`src/rtl/dd_pkg.sv`:
```
// Shared types, geometry and flag codes for the display layer request path.
// Also holds the single-axis bounce step used by the sprite motion block.
package dd_pkg;

  typedef logic [10:0] coord_t;

  localparam coord_t H_ACT    = 11'd640;
  localparam coord_t V_ACT    = 11'd480;
  localparam coord_t BANNER_H = 11'd40;
  localparam coord_t BORDER   = 11'd8;
  localparam coord_t PX0      = 11'd100;
  localparam coord_t PX1      = 11'd540;
  localparam coord_t PY0      = 11'd100;
  localparam coord_t PY1      = 11'd380;
  localparam coord_t TX0      = 11'd200;
  localparam coord_t TX1      = 11'd440;
  localparam coord_t TY0      = 11'd400;
  localparam coord_t TY1      = 11'd464;
  localparam coord_t SPR_W    = 11'd32;
  localparam coord_t SPR_H    = 11'd32;
  localparam coord_t STEP     = 11'd4;
  localparam int     ANIM_DIV = 8;
  localparam int     ACW      = $clog2(ANIM_DIV);

  localparam coord_t XMIN = BORDER;
  localparam coord_t XMAX = H_ACT - BORDER - SPR_W;
  localparam coord_t YMIN = BANNER_H;
  localparam coord_t YMAX = V_ACT - BORDER - SPR_H;

  localparam logic [5:0] FLAG_NONE = 6'b000000;
  localparam logic [5:0] FLAG_L0   = 6'b100000;
  localparam logic [5:0] FLAG_L0L2 = 6'b101000;
  localparam logic [5:0] FLAG_L1   = 6'b010000;
  localparam logic [5:0] FLAG_L2   = 6'b001000;
  localparam logic [5:0] FLAG_L3   = 6'b000100;
  localparam logic [5:0] FLAG_S1   = 6'b000010;
  localparam logic [5:0] FLAG_S2   = 6'b000001;
  localparam logic [5:0] FLAG_S1L2 = 6'b001010;
  localparam logic [5:0] FLAG_S2L2 = 6'b001001;

  // Returns {new_dir, new_pos}; dir 1 = increasing. Sum is widened so it cannot wrap.
  function automatic logic [11:0] step_axis(
    input coord_t p,
    input logic   up,
    input coord_t lo,
    input coord_t hi
  );
    logic [11:0] r;
    if (up) begin
      if (({1'b0, p} + {1'b0, STEP}) > {1'b0, hi}) r = {~up, hi};
      else                                         r = {up, p + STEP};
    end else begin
      if (p < lo + STEP) r = {~up, lo};
      else               r = {up, p - STEP};
    end
    return r;
  endfunction

endpackage

```
`src/rtl/sprite_motion.sv`:
```
// Per-frame sprite position, bounce direction and animation phase state.
// Everything advances only on a qualified frame strobe.
import dd_pkg::*;

module sprite_motion (
  input  logic   clk,
  input  logic   rst,
  input  logic   adv,
  output coord_t spr_x,
  output coord_t spr_y,
  output logic   anim_sel
);

  coord_t          x_q, x_d;
  coord_t          y_q, y_d;
  logic            dx_q, dx_d;
  logic            dy_q, dy_d;
  logic [ACW-1:0]  cnt_q, cnt_d;
  logic            sel_q, sel_d;

  localparam logic [ACW-1:0] CNT_LAST = ACW'(ANIM_DIV - 1);

  always_comb begin
    x_d   = x_q;
    y_d   = y_q;
    dx_d  = dx_q;
    dy_d  = dy_q;
    cnt_d = cnt_q;
    sel_d = sel_q;
    if (adv) begin
      {dx_d, x_d} = step_axis(x_q, dx_q, XMIN, XMAX);
      {dy_d, y_d} = step_axis(y_q, dy_q, YMIN, YMAX);
      if (cnt_q == CNT_LAST) begin
        cnt_d = '0;
        sel_d = ~sel_q;
      end else begin
        cnt_d = cnt_q + 1'b1;
      end
    end
  end

  always_ff @(posedge clk) begin
    if (rst) begin
      x_q   <= XMIN;
      y_q   <= YMIN;
      dx_q  <= 1'b1;
      dy_q  <= 1'b1;
      cnt_q <= '0;
      sel_q <= 1'b0;
    end else begin
      x_q   <= x_d;
      y_q   <= y_d;
      dx_q  <= dx_d;
      dy_q  <= dy_d;
      cnt_q <= cnt_d;
      sel_q <= sel_d;
    end
  end

  assign spr_x    = x_q;
  assign spr_y    = y_q;
  assign anim_sel = sel_q;

endmodule

```
`src/rtl/layer_req_gen.sv`:
```
// Per-pixel layer ownership: hit tests on the timing counters, priority
// encoded into the request flags read by the layer colour selector.
import dd_pkg::*;

module layer_req_gen (
  input  logic        clk,
  input  logic        rst,
  input  logic        pix_en,
  input  logic [10:0] hcnt,
  input  logic [10:0] vcnt,
  input  logic        frame_start,
  input  logic        run,
  output logic [5:0]  rq_flag,
  output logic [10:0] spr_x,
  output logic [10:0] spr_y
);

  logic       anim_sel;
  logic [5:0] rq_flag_q, rq_flag_d;
  logic       act, h0, h1, h2, h3, hs;

  sprite_motion u_motion (
    .clk      (clk),
    .rst      (rst),
    .adv      (frame_start & run),
    .spr_x    (spr_x),
    .spr_y    (spr_y),
    .anim_sel (anim_sel)
  );

  always_comb begin
    act = (hcnt < H_ACT) && (vcnt < V_ACT);
    h0  = vcnt < BANNER_H;
    h1  = (hcnt < BORDER) || (hcnt >= H_ACT - BORDER) ||
          (vcnt >= V_ACT - BORDER);
    h2  = (hcnt >= PX0) && (hcnt < PX1) &&
          (vcnt >= PY0) && (vcnt < PY1);
    h3  = (hcnt >= TX0) && (hcnt < TX1) &&
          (vcnt >= TY0) && (vcnt < TY1);
    hs  = (hcnt >= spr_x) && (hcnt < spr_x + SPR_W) &&
          (vcnt >= spr_y) && (vcnt < spr_y + SPR_H);
  end

  // Flags only change on a strobed pixel; otherwise the last code is held.
  always_comb begin
    rq_flag_d = rq_flag_q;
    if (pix_en) begin
      if (!act)          rq_flag_d = FLAG_NONE;
      else if (h0 && h2) rq_flag_d = FLAG_L0L2;
      else if (h0)       rq_flag_d = FLAG_L0;
      else if (h1)       rq_flag_d = FLAG_L1;
      else if (hs && h2) rq_flag_d = anim_sel ? FLAG_S2L2 : FLAG_S1L2;
      else if (hs)       rq_flag_d = anim_sel ? FLAG_S2 : FLAG_S1;
      else if (h3)       rq_flag_d = FLAG_L3;
      else if (h2)       rq_flag_d = FLAG_L2;
      else               rq_flag_d = FLAG_NONE;
    end
  end

  always_ff @(posedge clk) begin
    if (rst) rq_flag_q <= FLAG_NONE;
    else     rq_flag_q <= rq_flag_d;
  end

  assign rq_flag = rq_flag_q;

endmodule

```
`config.mk`:
```
export PLATFORM = sky130hd
export DESIGN_NAME = layer_req_gen
export DESIGN_NICKNAME = d
export VERILOG_FILES = /design/src/rtl/dd_pkg.sv /design/src/rtl/sprite_motion.sv /design/src/rtl/layer_req_gen.sv
export SDC_FILE = /design/constraint.sdc
export NUM_CORES = 1
export LEC_CHECK = 0
export BUFFER_PORTS_ARGS = -buffer_cell sky130_fd_sc_hd__buf_2
export CAP_MARGIN = 10
export CORE_UTILIZATION = 36
export CTS_CLUSTER_SIZE = 40
export DETAILED_ROUTE_END_ITERATION = 16
export PLACE_DENSITY = 0.56
export SLEW_MARGIN = 10
export SYNTH_ARGS = -nofsm -noshare
export SYNTH_HDL_FRONTEND = slang
export SYNTH_SLANG_ARGS = --single-unit
```
`constraint.sdc`:
```
create_clock -name clk -period 7.1 [get_ports clk]
set_clock_uncertainty 0.2 [all_clocks]
set_input_delay 0 -clock clk [delete_from_list [all_inputs] [get_ports clk]]
set_output_delay 0 -clock clk [all_outputs]
set_load 0.01 [all_outputs]
```
After elaboration in Yosys (flattened, before gate mapping) --
Index checks and enable logic that the tools add are counted.
Operators by class: $add $sub $neg 9, magnitude comparators 22, equality and inequality tests 1, multiplexer cells 17, bitwise operators 4, reduce and logical (&&, ||, !) cells 15
Operator list (number):
- 2-to-1 mux 12 bit | 6
- < comparator 11 x 9 -> 1 bit, second input constant | 4
- adder 11 x 3 -> 12 bit, second input constant | 2
- adder 11 x 3 -> 11 bit, second input constant | 2
- adder 11 x 6 -> 11 bit, second input constant | 2
- >= comparator 11 bit | 2
- >= comparator 11 x 7 -> 1 bit, second input constant | 2
- >= comparator 11 x 9 -> 1 bit, second input constant | 2
- < comparator 11 x 10 -> 1 bit, second input constant | 2
- < comparator 11 bit | 2
- < comparator 11 x 4 -> 1 bit, second input constant | 2
- < comparator 11 x 6 -> 1 bit, second input constant | 2
- subtractor 11 x 3 -> 11 bit, second input constant | 2
- 2-to-1 mux 6 bit | 3
- 2-to-1 mux 4 bit | 4
- greater-than comparator 12 x 10 -> 1 bit, second input constant | 1
- greater-than comparator 12 x 9 -> 1 bit, second input constant | 1
- logical AND 1 bit | 12
- >= comparator 11 x 10 -> 1 bit, second input constant | 1
- >= comparator 11 x 8 -> 1 bit, second input constant | 1
- 2-to-1 mux 5 bit | 1
- 2-to-1 mux 2 bit | 2
- adder 3 x 1 -> 3 bit, second input constant | 1
- equality test 3 bit, second input constant | 1
- 5 further kinds | 8
Storage, ports and cells: flip-flop bits (word level) 34, input bits 27, output and inout bits 28

Depth between registers and ports, before layout --
Gate-level depths: netlist of the first run.
word-level depth 12, depth in mapped cells 11

By module --
Synthesis of the first run repeated with hierarchy kept, for this count alone.
Unflattened totals: cell total of the unflattened synthesis 444, area, all modules 3333.2 µm²
Modules (own cells, without submodules):
- sprite_motion | instances 1, cells an instance 253, area an instance 1876.8 µm²
- layer_req_gen | instances 1, cells an instance 191, area an instance 1456.4 µm²

Least setup slack after synthesis of the first run --
Ideal clock, no wire load.
kind register to register, start point register u_motion.y_q[5], in the netlist u_motion.spr_y[5], end point register rq_flag_q[0], in the netlist rq_flag[0], library setup time 0.060 ns, arrival 2.496 ns, data required time 6.840 ns, setup slack 4.344 ns, cell stages (with the launch flop) 11, buffers on the path 1, path through dfxtp_1 > clkbuf_1 > inv_1 > ha_1 > inv_1 > ha_1 > a211o_1 > a211oi_1 > o22ai_1 > nor4bb_1 > a22o_1
Between the ends: word-level cells in the longest chain between the ends 9, elaborated cells between the ends (all ways) 12, classes of those cells 1 x add/sub; 2 x order compare; 6 x mux; 3 x reduce/logical
RTL lines:
- from (decl) | RTL line sprite_motion.sv:15 | coord_t y_q, y_d;
- from (signal assigned) | RTL line sprite_motion.sv:52 | y_q <= y_d;
- adder 11 x 6 -> 11 bit / >= comparator 11 bit (equally long branches) | RTL line layer_req_gen.sv:41 | (vcnt >= spr_y) && (vcnt < spr_y + SPR_H);
- < comparator 11 bit / logical AND 1 bit (equally long branches) | RTL line layer_req_gen.sv:41, layer_req_gen.sv:40
- logical AND 1 bit (*) | RTL line layer_req_gen.sv:41
- 2-to-1 mux 4 bit / logical AND 1 bit (equally long branches) | RTL line layer_req_gen.sv:53, layer_req_gen.sv:52
- 2-to-1 mux 4 bit (*) | RTL line layer_req_gen.sv:52 | else if (hs && h2) rq_flag_d = anim_sel ? FLAG_S2L2 : FLAG_S1L2;
- 2-to-1 mux 5 bit (*) | RTL line layer_req_gen.sv:51 | else if (h1) rq_flag_d = FLAG_L1;
- 2-to-1 mux 6 bit (*) | RTL line layer_req_gen.sv:50 | else if (h0) rq_flag_d = FLAG_L0;
- 2-to-1 mux 6 bit (*) | RTL line layer_req_gen.sv:49 | else if (h0 && h2) rq_flag_d = FLAG_L0L2;
- 2-to-1 mux 6 bit (*) | RTL line layer_req_gen.sv:48 | if (!act) rq_flag_d = FLAG_NONE;
- to (signal assigned) | RTL line layer_req_gen.sv:62 | else rq_flag_q <= rq_flag_d;
- to (decl) | RTL line layer_req_gen.sv:19 | logic [5:0] rq_flag_q, rq_flag_d;
Mark *: on every way between the ends. The rest lies on a longest branch, timed or not. A chain may end at the register's enable or synchronous reset.

Worst setup path in the final report of the first run --
start point register u_motion.y_q[5], in the netlist u_motion.spr_y[5], end point register rq_flag_q[1], in the netlist rq_flag[1]
Same word-level chain as after synthesis.

==> impl_metrics.toml, run 1 <==
[outcome]
outcome = "finished, final reports clean"

[placed_design]
io_buffers = 48
finalWeightedCongestion = 0.8249
placedCellCount = 563
post-dp-hpwl_um = 6518

[finish]
layout.cells.non_filler = 578
num_antenna_cells = 0
final_layout_size_suffix_gt1_share_pct = 14.47
areaGrowthSynthToFinish_pct = 13.05
finalNetCount = 539

[logic_synthesis]
synth_area_um2 = 3213
synthArstFlopShare_pct = 0
ys_warn_count = 0
synth_top_family_by_area = "compound AO/OA/AOI/OAI gates"
seq_area_frac_synth_pct = 18.69
synth_compound_area_share_pct = 27.30
synth_fa_ha_area_share_pct = 16.74
syn_area_per_cell_um2 = 7.472
synth_edf_count = 0
synth_xor_area_share_pct = 4.634
synth-simple-area-share_pct = 24.81
ys_types = 64
muxShareOfSynthArea_pct = 0.6620
synth_flop_cell = "dfxtp_1"
ys_ff_latch = 30
synth_cells = 430

[sta]
worst_pin_slew_ns = 1.022
post-route-period-util_pct = 45.13
period_needed_ns = 3.204
slew_headroom_pct = 31.89
fmaxAchievable_mhz = 312.1
final-max-slew-violation-count = 0
setup_viol = 0
rsz0062_at_grt = "no"
tns_ns = 0
hold_viol_final = 0

[grt]
grt_pass1_vias = 3124
met1_usage_pct = 25.61
antenna_found_initial = 0
grt_overflow = 0
grt_max_degree = 33
gr-max-usage-layer = "met2"
grt_pass1_wl_um = 14850
use_met3_pct = 3.365
grt_usage_pct = 20.40
globalRouteMet2Util_pct = 34.80

[job]
drv_cap = 0

[critical_path]
critPathRequiredTime_ns = 7.13
cp_max_fo = 16
crit_path_end_kind = "flop"
critical_path_class = "flop to flop"
slowest_delay_ns = 0.67
worstPathCellList = "inv_1, ha_1, inv_1, ha_1, a211o_1, a211oi_1, o22ai_1, nor4bb_1, a22o_1"
crit_slowest_cell = "dfxtp_1"
start_kind = "flop"
arrival_ns = 3.24

[power]
p_sw_share_pct = 32.04
leakage_uw = 0.001417
p_clk_share_pct = 35.9
comb_power_share_pct = 21.6
p_per_area_nw_per_um2 = 115.9
p_seq_share_pct = 42.4
power.net_switching_uw = 134.9
p_int_uw = 286.1
ir_worst_vdd_uv = 61.60

[clocking]
cts_setup_buffers = 0
root_buffer = "clkbuf_8"
clock_sinks = 30
ctsHoldBuffers = 7
cts_resized = 0
cts_buffers = 5
clk_latency_ns = 0.29
path_clk_slew_ns = 0.07
clockBufferDepth = 2
htreeDepth = 2
cts_tree = "built"

[die]
die_area_um2 = 9307
rows = 34
die_w_um = 96.48
core_area_um2 = 8678
start_util_pct = 37.02
dieHeight_um = 96.48
boundaryPins = 55

[routing]
viasPerCell = 5.727
ant_nets = 0
drc = 0
vias = 3310
wirelength_um = 8978
wl_per_cell_um = 15.53
first_iter_violations = 146
firstDrtPassIters = 4

[min_path]
hold_class = "input port to flop"
cells by family (layout without fill, tap and decap cells):
kind of cell / count (synthesis) / after routing
buffers and inverters: 52 / 89
DFF: 30 / 30
other: 1 / 4
adders and majority gates: 43 / 43
xor gates and xnor gates: 17 / 17
and+or+nand+nor: 153 / 153
AOI/OAI and AO/OA: 132 / 132
muxes: 2 / 2
critical path: cells and delay by family, from the launching register on:
kind,cells,cell delay (ns)
fa+ha+maj,2,0.61
simple gates,1,0.56
flops,1,0.67
buf+inv,2,0.26
compound gates,4,0.84
synthesized netlist by cell type, types with 3 or more instances:
master     count  area (µm²)
o21ai_0       25       125.1
ha_1          43       538.0
nand3_1       15       75.07
nor3_1        18       90.09
o211ai_1      11       82.58
clkbuf_1      12       45.04
or3_1          4       25.02
nand2b_1       5       31.28
a21oi_1       41       205.2
inv_1         25       93.84
nor2b_1        5       31.28
xnor2_1       16       140.1
and4_1         3       26.28
a31o_2         5       43.79
nor4_1         5       31.28
a31oi_1        6       37.54
nor2_1        24       90.09
nand4_1       13       81.33
dfxtp_1       30       600.6
buf_4          4       30.03
a211oi_1       6       45.04
buf_2          7       35.03
a211o_1        3       26.28
nand2_1       42       157.7
o311ai_0       3       26.28
a221oi_1       3       26.28
o2111ai_1      4       35.03
power by group through the flow:
stage | registers (µW) | logic [µW] | clock network, µW
finish | 179 | 91.0 | 151
global placement | 182 | 86.8 | 0
CTS | 178 | 91.1 | 156
detailed placement | 182 | 88.7 | 0
global route | 179 | 103 | 164
floorplan | 178 | 64.1 | 0
layout by cell type, fill, tap and decap left out, types with 5 or more instances in the layout:
cell	Yosys	routed
clkbuf_8	0	6
xnor2_1	16	16
buf_2	7	48
nand2b_1	5	5
ha_1	43	43
inv_1	25	25
a31o_2	5	5
dfxtp_1	30	30
nor4_1	5	5
o21ai_0	25	25
nand2_1	42	42
o211ai_1	11	11
a31oi_1	6	6
a21oi_1	41	41
nor2b_1	5	5
nand3_1	15	15
a211oi_1	6	6
nand4_1	13	13
dlygate4sd3_1	0	7
nor3_1	18	18
nor2_1	24	24
layer usage:
| layer | wire [µm] | part of all wire [%] | vias up |
|---|---|---|---|
| li1 | - | - | 1673 |
| met1 | 4070 | 45 | 1536 |
| met2 | 4334 | 48 | 90 |
| met3 | 379 | 4.2 | 11 |
| met4 | 193 | 2.1 | 0 |
| met5 | 0 | 0 | - |
per-stage QoR:
| stage | hold slack (ns) | instance area [µm²] | power, µW | setup WS [ns] | util [%] |
|---|---|---|---|---|---|
| floorplan | -0.01344 | 3224 | 242.5 | 4.344 | - |
| global placement | 0.1258 | 3471 | 269.0 | 3.878 | 39.99 |
| detailed placement | 0.1277 | 3471 | 271.1 | 3.868 | 39.99 |
| CTS | 0.002354 | 3632 | 425.7 | 3.867 | 41.85 |
| global route | 0.04040 | 3632 | 446.3 | 3.728 | 41.85 |
| finish | 0.009397 | 3632 | 421.0 | 3.896 | 41.85 |
flip-flops by register name, indices dropped and copies added (netlist names):
name / flops
u_motion.dy_q: 1
u_motion.cnt_q: 3
rq_flag: 6
u_motion.spr_y: 9
u_motion.spr_x: 9
u_motion.dx_q: 1
u_motion.anim_sel: 1
final timing paths:
check	slack [ns]	end	startpoint	cells after the start
max	3.90	rq_flag[1]$_SDFFE_PP0P_	u_motion.spr_y[5]$_SDFFE_PP1P_	9
min	0.009	rq_flag[3]$_SDFFE_PP0P_	rst	2
max reg2reg	3.90	rq_flag[1]$_SDFFE_PP0P_	u_motion.spr_y[5]$_SDFFE_PP1P_	9
min reg2reg	0.26	u_motion.cnt_q[1]$_SDFFE_PP0P_	u_motion.cnt_q[1]$_SDFFE_PP0P_	2
cell type report:
cell class | instances | area (µm²)
clock buffer | 7 | 86.33
clock inverter | 1 | 5.005
fill | 944 | 5046
inverter | 26 | 97.59
multi-input combinational | 351 | 2397
sequential | 30 | 600.6
tap | 108 | 135.1
timing repair buffer | 55 | 310.3
Note: power is estimated with default switching activity, not from simulation.
==> run 2: changes to the inputs <==
clock period = 3.01 ns   (was 7.1 ns; I/O delays follow)
==> run 2 against run 1 <==
Compared with the run above:
- clock-buffer cell count increased by 1
- fmax up 20%
- sequential share of layout area is 0.55 points lower
- global-route usage up 0.92 points
- clock power grew to 2.7 times the previous value
- via count increased by 2.9%
- sequential cell count is the same
- wire length rose by 3.8%
- critical path type unchanged
==> impl_metrics.toml, run 2 (synthesis gave the netlist of run 1 again) <==
[outcome]
outcome = "finished, final reports clean"

[sta]
post-route-period-util_pct = 88.46
hold_viol_final = 0
period_needed_ns = 2.663
slew_headroom_pct = 53.38
setup_viol = 0
worst_pin_slew_ns = 0.6993
tns_ns = 0
final-max-slew-violation-count = 0
holdWs_ns = 0.007513
fmaxAchievable_mhz = 375.6
rsz0062_at_grt = "no"

[critical_path]
r2r-end = "rq_flag[1]$_SDFFE_PP0P_"
cp_num_buf_inv = 1
arrival_ns = 2.69
reg2reg_from = "u_motion.spr_x[8]$_SDFFE_PP0P_"
slowest_delay_ns = 0.56
start_kind = "flop"
critical_path.top_delay_family = "simple AND/OR/NAND/NOR gates"
r2r_setup_slack_ns = 0.35
crit_slowest_cell = "dfxtp_1"
crit_path_end_kind = "flop"
cpMostUsedCell = "nand2_1"
critical_path_class = "flop to flop"
cp_max_fo = 11
ff2ff_path_depth = 10
worstPathCellList = "nand2_1, nor2_1, xnor2_1, ha_1, a211oi_1, nand2_1, a31oi_1, nor4bb_1, buf_4, a22o_1"
critPathRequiredTime_ns = 3.04

[finish]
final_layout_size_suffix_gt1_share_pct = 17.15
finalNetCount = 553
fill_cells = 925
areaGrowthSynthToFinish_pct = 16.90
mostFrequentLayoutCell = "buf_2"
num_antenna_cells = 0
layout_common_cells = "buf_2 (48), ha_1 (43), nand2_1 (42)"

[power]
comb_power_share_pct = 22.4
power.net_switching_uw = 321.9
ir_worst_vdd_uv = 135.8
p_clk_share_pct = 38.4
leakage_uw = 0.001494
p_int_uw = 727.8
p_per_area_nw_per_um2 = 279.5
p_sw_share_pct = 30.67
p_seq_share_pct = 39.2

[placed_design]
post-dp-hpwl_um = 6925
finalWeightedCongestion = 0.8130
io_buffers = 48

[min_path]
min_delay_path_depth = 5
hold_class = "input port to flop"
min_to = "rq_flag[5]$_SDFFE_PP0P_"
min-delay-start = "vcnt[8]"

[die]
die_area_um2 = 9307
die_w_um = 96.48
rows = 34
start_util_pct = 37.02
boundaryPins = 55
core_area_um2 = 8678
dieHeight_um = 96.48

[job]
drv_cap = 0

[clocking]
cts_setup_buffers = 0
clockBufferDepth = 2
root_buffer = "clkbuf_8"
htreeDepth = 2
clock_sinks = 30
clk_latency_ns = 0.28
path_clk_slew_ns = 0.07
cts_resized = 0
cts_buffers = 5
cts_tree = "built"

[grt]
antenna_found_initial = 0
grt_max_degree = 33
grt_overflow = 0
grt_pass1_vias = 3157
grt_pass1_wl_um = 15570
grt_usage_pct = 21.31

[routing]
firstDrtPassIters = 4
viasPerCell = 5.753
wirelength_um = 9322
wl_per_cell_um = 15.75
ant_nets = 0
first_iter_violations = 184
drc = 0
vias = 3406
==> run 2: cell count changes in the layout (fill, tap and decap cells not counted), sizes merged <==
| cell | previous run | this run |
|---|---|---|
| buf | 48 | 62 |
| clkbuf | 7 | 8 |
| clkinv | 2 | 1 |
==> run 2: area by class of cell <==
class                   instances  area [µm²]  share of cell area [%]
well taps                     108       135.1                   3.598
clock buffers                   8       110.1                   2.931
inverters                      26       97.59                   2.598
multi-input cells             351        2397                   63.82
flip-flops and latches         30       600.6                   15.99
repair buffers                 69       415.4                   11.06
==> run 2: layer usage <==
layer  GRT usage (%)  vias to the layer above  routed length, µm
met2           36.80                       85               4548
met3           2.895                       10                364
met1           27.35                     1615               4307
li1                -                     1696                  -
met5               0                        -                  0
met4           6.495                        0                102
==> run 2: stage by stage <==
stage	worst slack, ns	total power [µW]	util (%)	instance area, µm²	instances
after detailed placement	0.3921	648.7	41.21	3576	577
after global routing	0.1091	1114	43.28	3756	592
after global placement	0.4237	641.6	41.21	3576	577
final	0.3474	1050	43.28	3756	592
after floorplan	0.2542	571.9	-	3224	433
after CTS	0.3512	1063	43.28	3756	592
==> run 2: worst reg2reg max path: stages (launching register included) <==
cell and delay (ns):
dfxtp_1 0.56, nand2_1 0.18, nor2_1 0.21, xnor2_1 0.16, ha_1 0.27, a211oi_1 0.23
nand2_1 0.08, a31oi_1 0.18, nor4bb_1 0.25, buf_4 0.18, a22o_1 0.11
==> run 2: worst max-delay path by stage <==
stage | startpoint | end | slack, ns | cells after the start
detailed placement | u_motion.spr_x[6]$_SDFFE_PP0P_ | rq_flag[1]$_SDFFE_PP0P_ | 0.39 | 11
finish | u_motion.spr_x[8]$_SDFFE_PP0P_ | rq_flag[1]$_SDFFE_PP0P_ | 0.35 | 10
global route | u_motion.spr_x[6]$_SDFFE_PP0P_ | rq_flag[1]$_SDFFE_PP0P_ | 0.11 | 11
floorplan | u_motion.spr_y[5]$_SDFFE_PP1P_ | rq_flag[0]$_SDFFE_PP0P_ | 0.25 | 10
CTS | u_motion.spr_x[6]$_SDFFE_PP0P_ | rq_flag[1]$_SDFFE_PP0P_ | 0.35 | 11
global placement | u_motion.spr_x[6]$_SDFFE_PP0P_ | rq_flag[1]$_SDFFE_PP0P_ | 0.42 | 11
==> run 2: power by group through the flow <==
stage	logic [µW]	registers, µW	clock network, µW
2_1_floorplan	151	421	0
3_3_place_gp	221	420	0
3_5_place_dp	228	421	0
4_1_cts	235	411	417
5_1_grt	265	413	436
6_report	235	411	403
==> run 2: what timing repair did <==
item,in CTS,in global routing
hold buffers,7,0
hold endpoints to repair,6,0
endpoints found under the setup margin,0,0
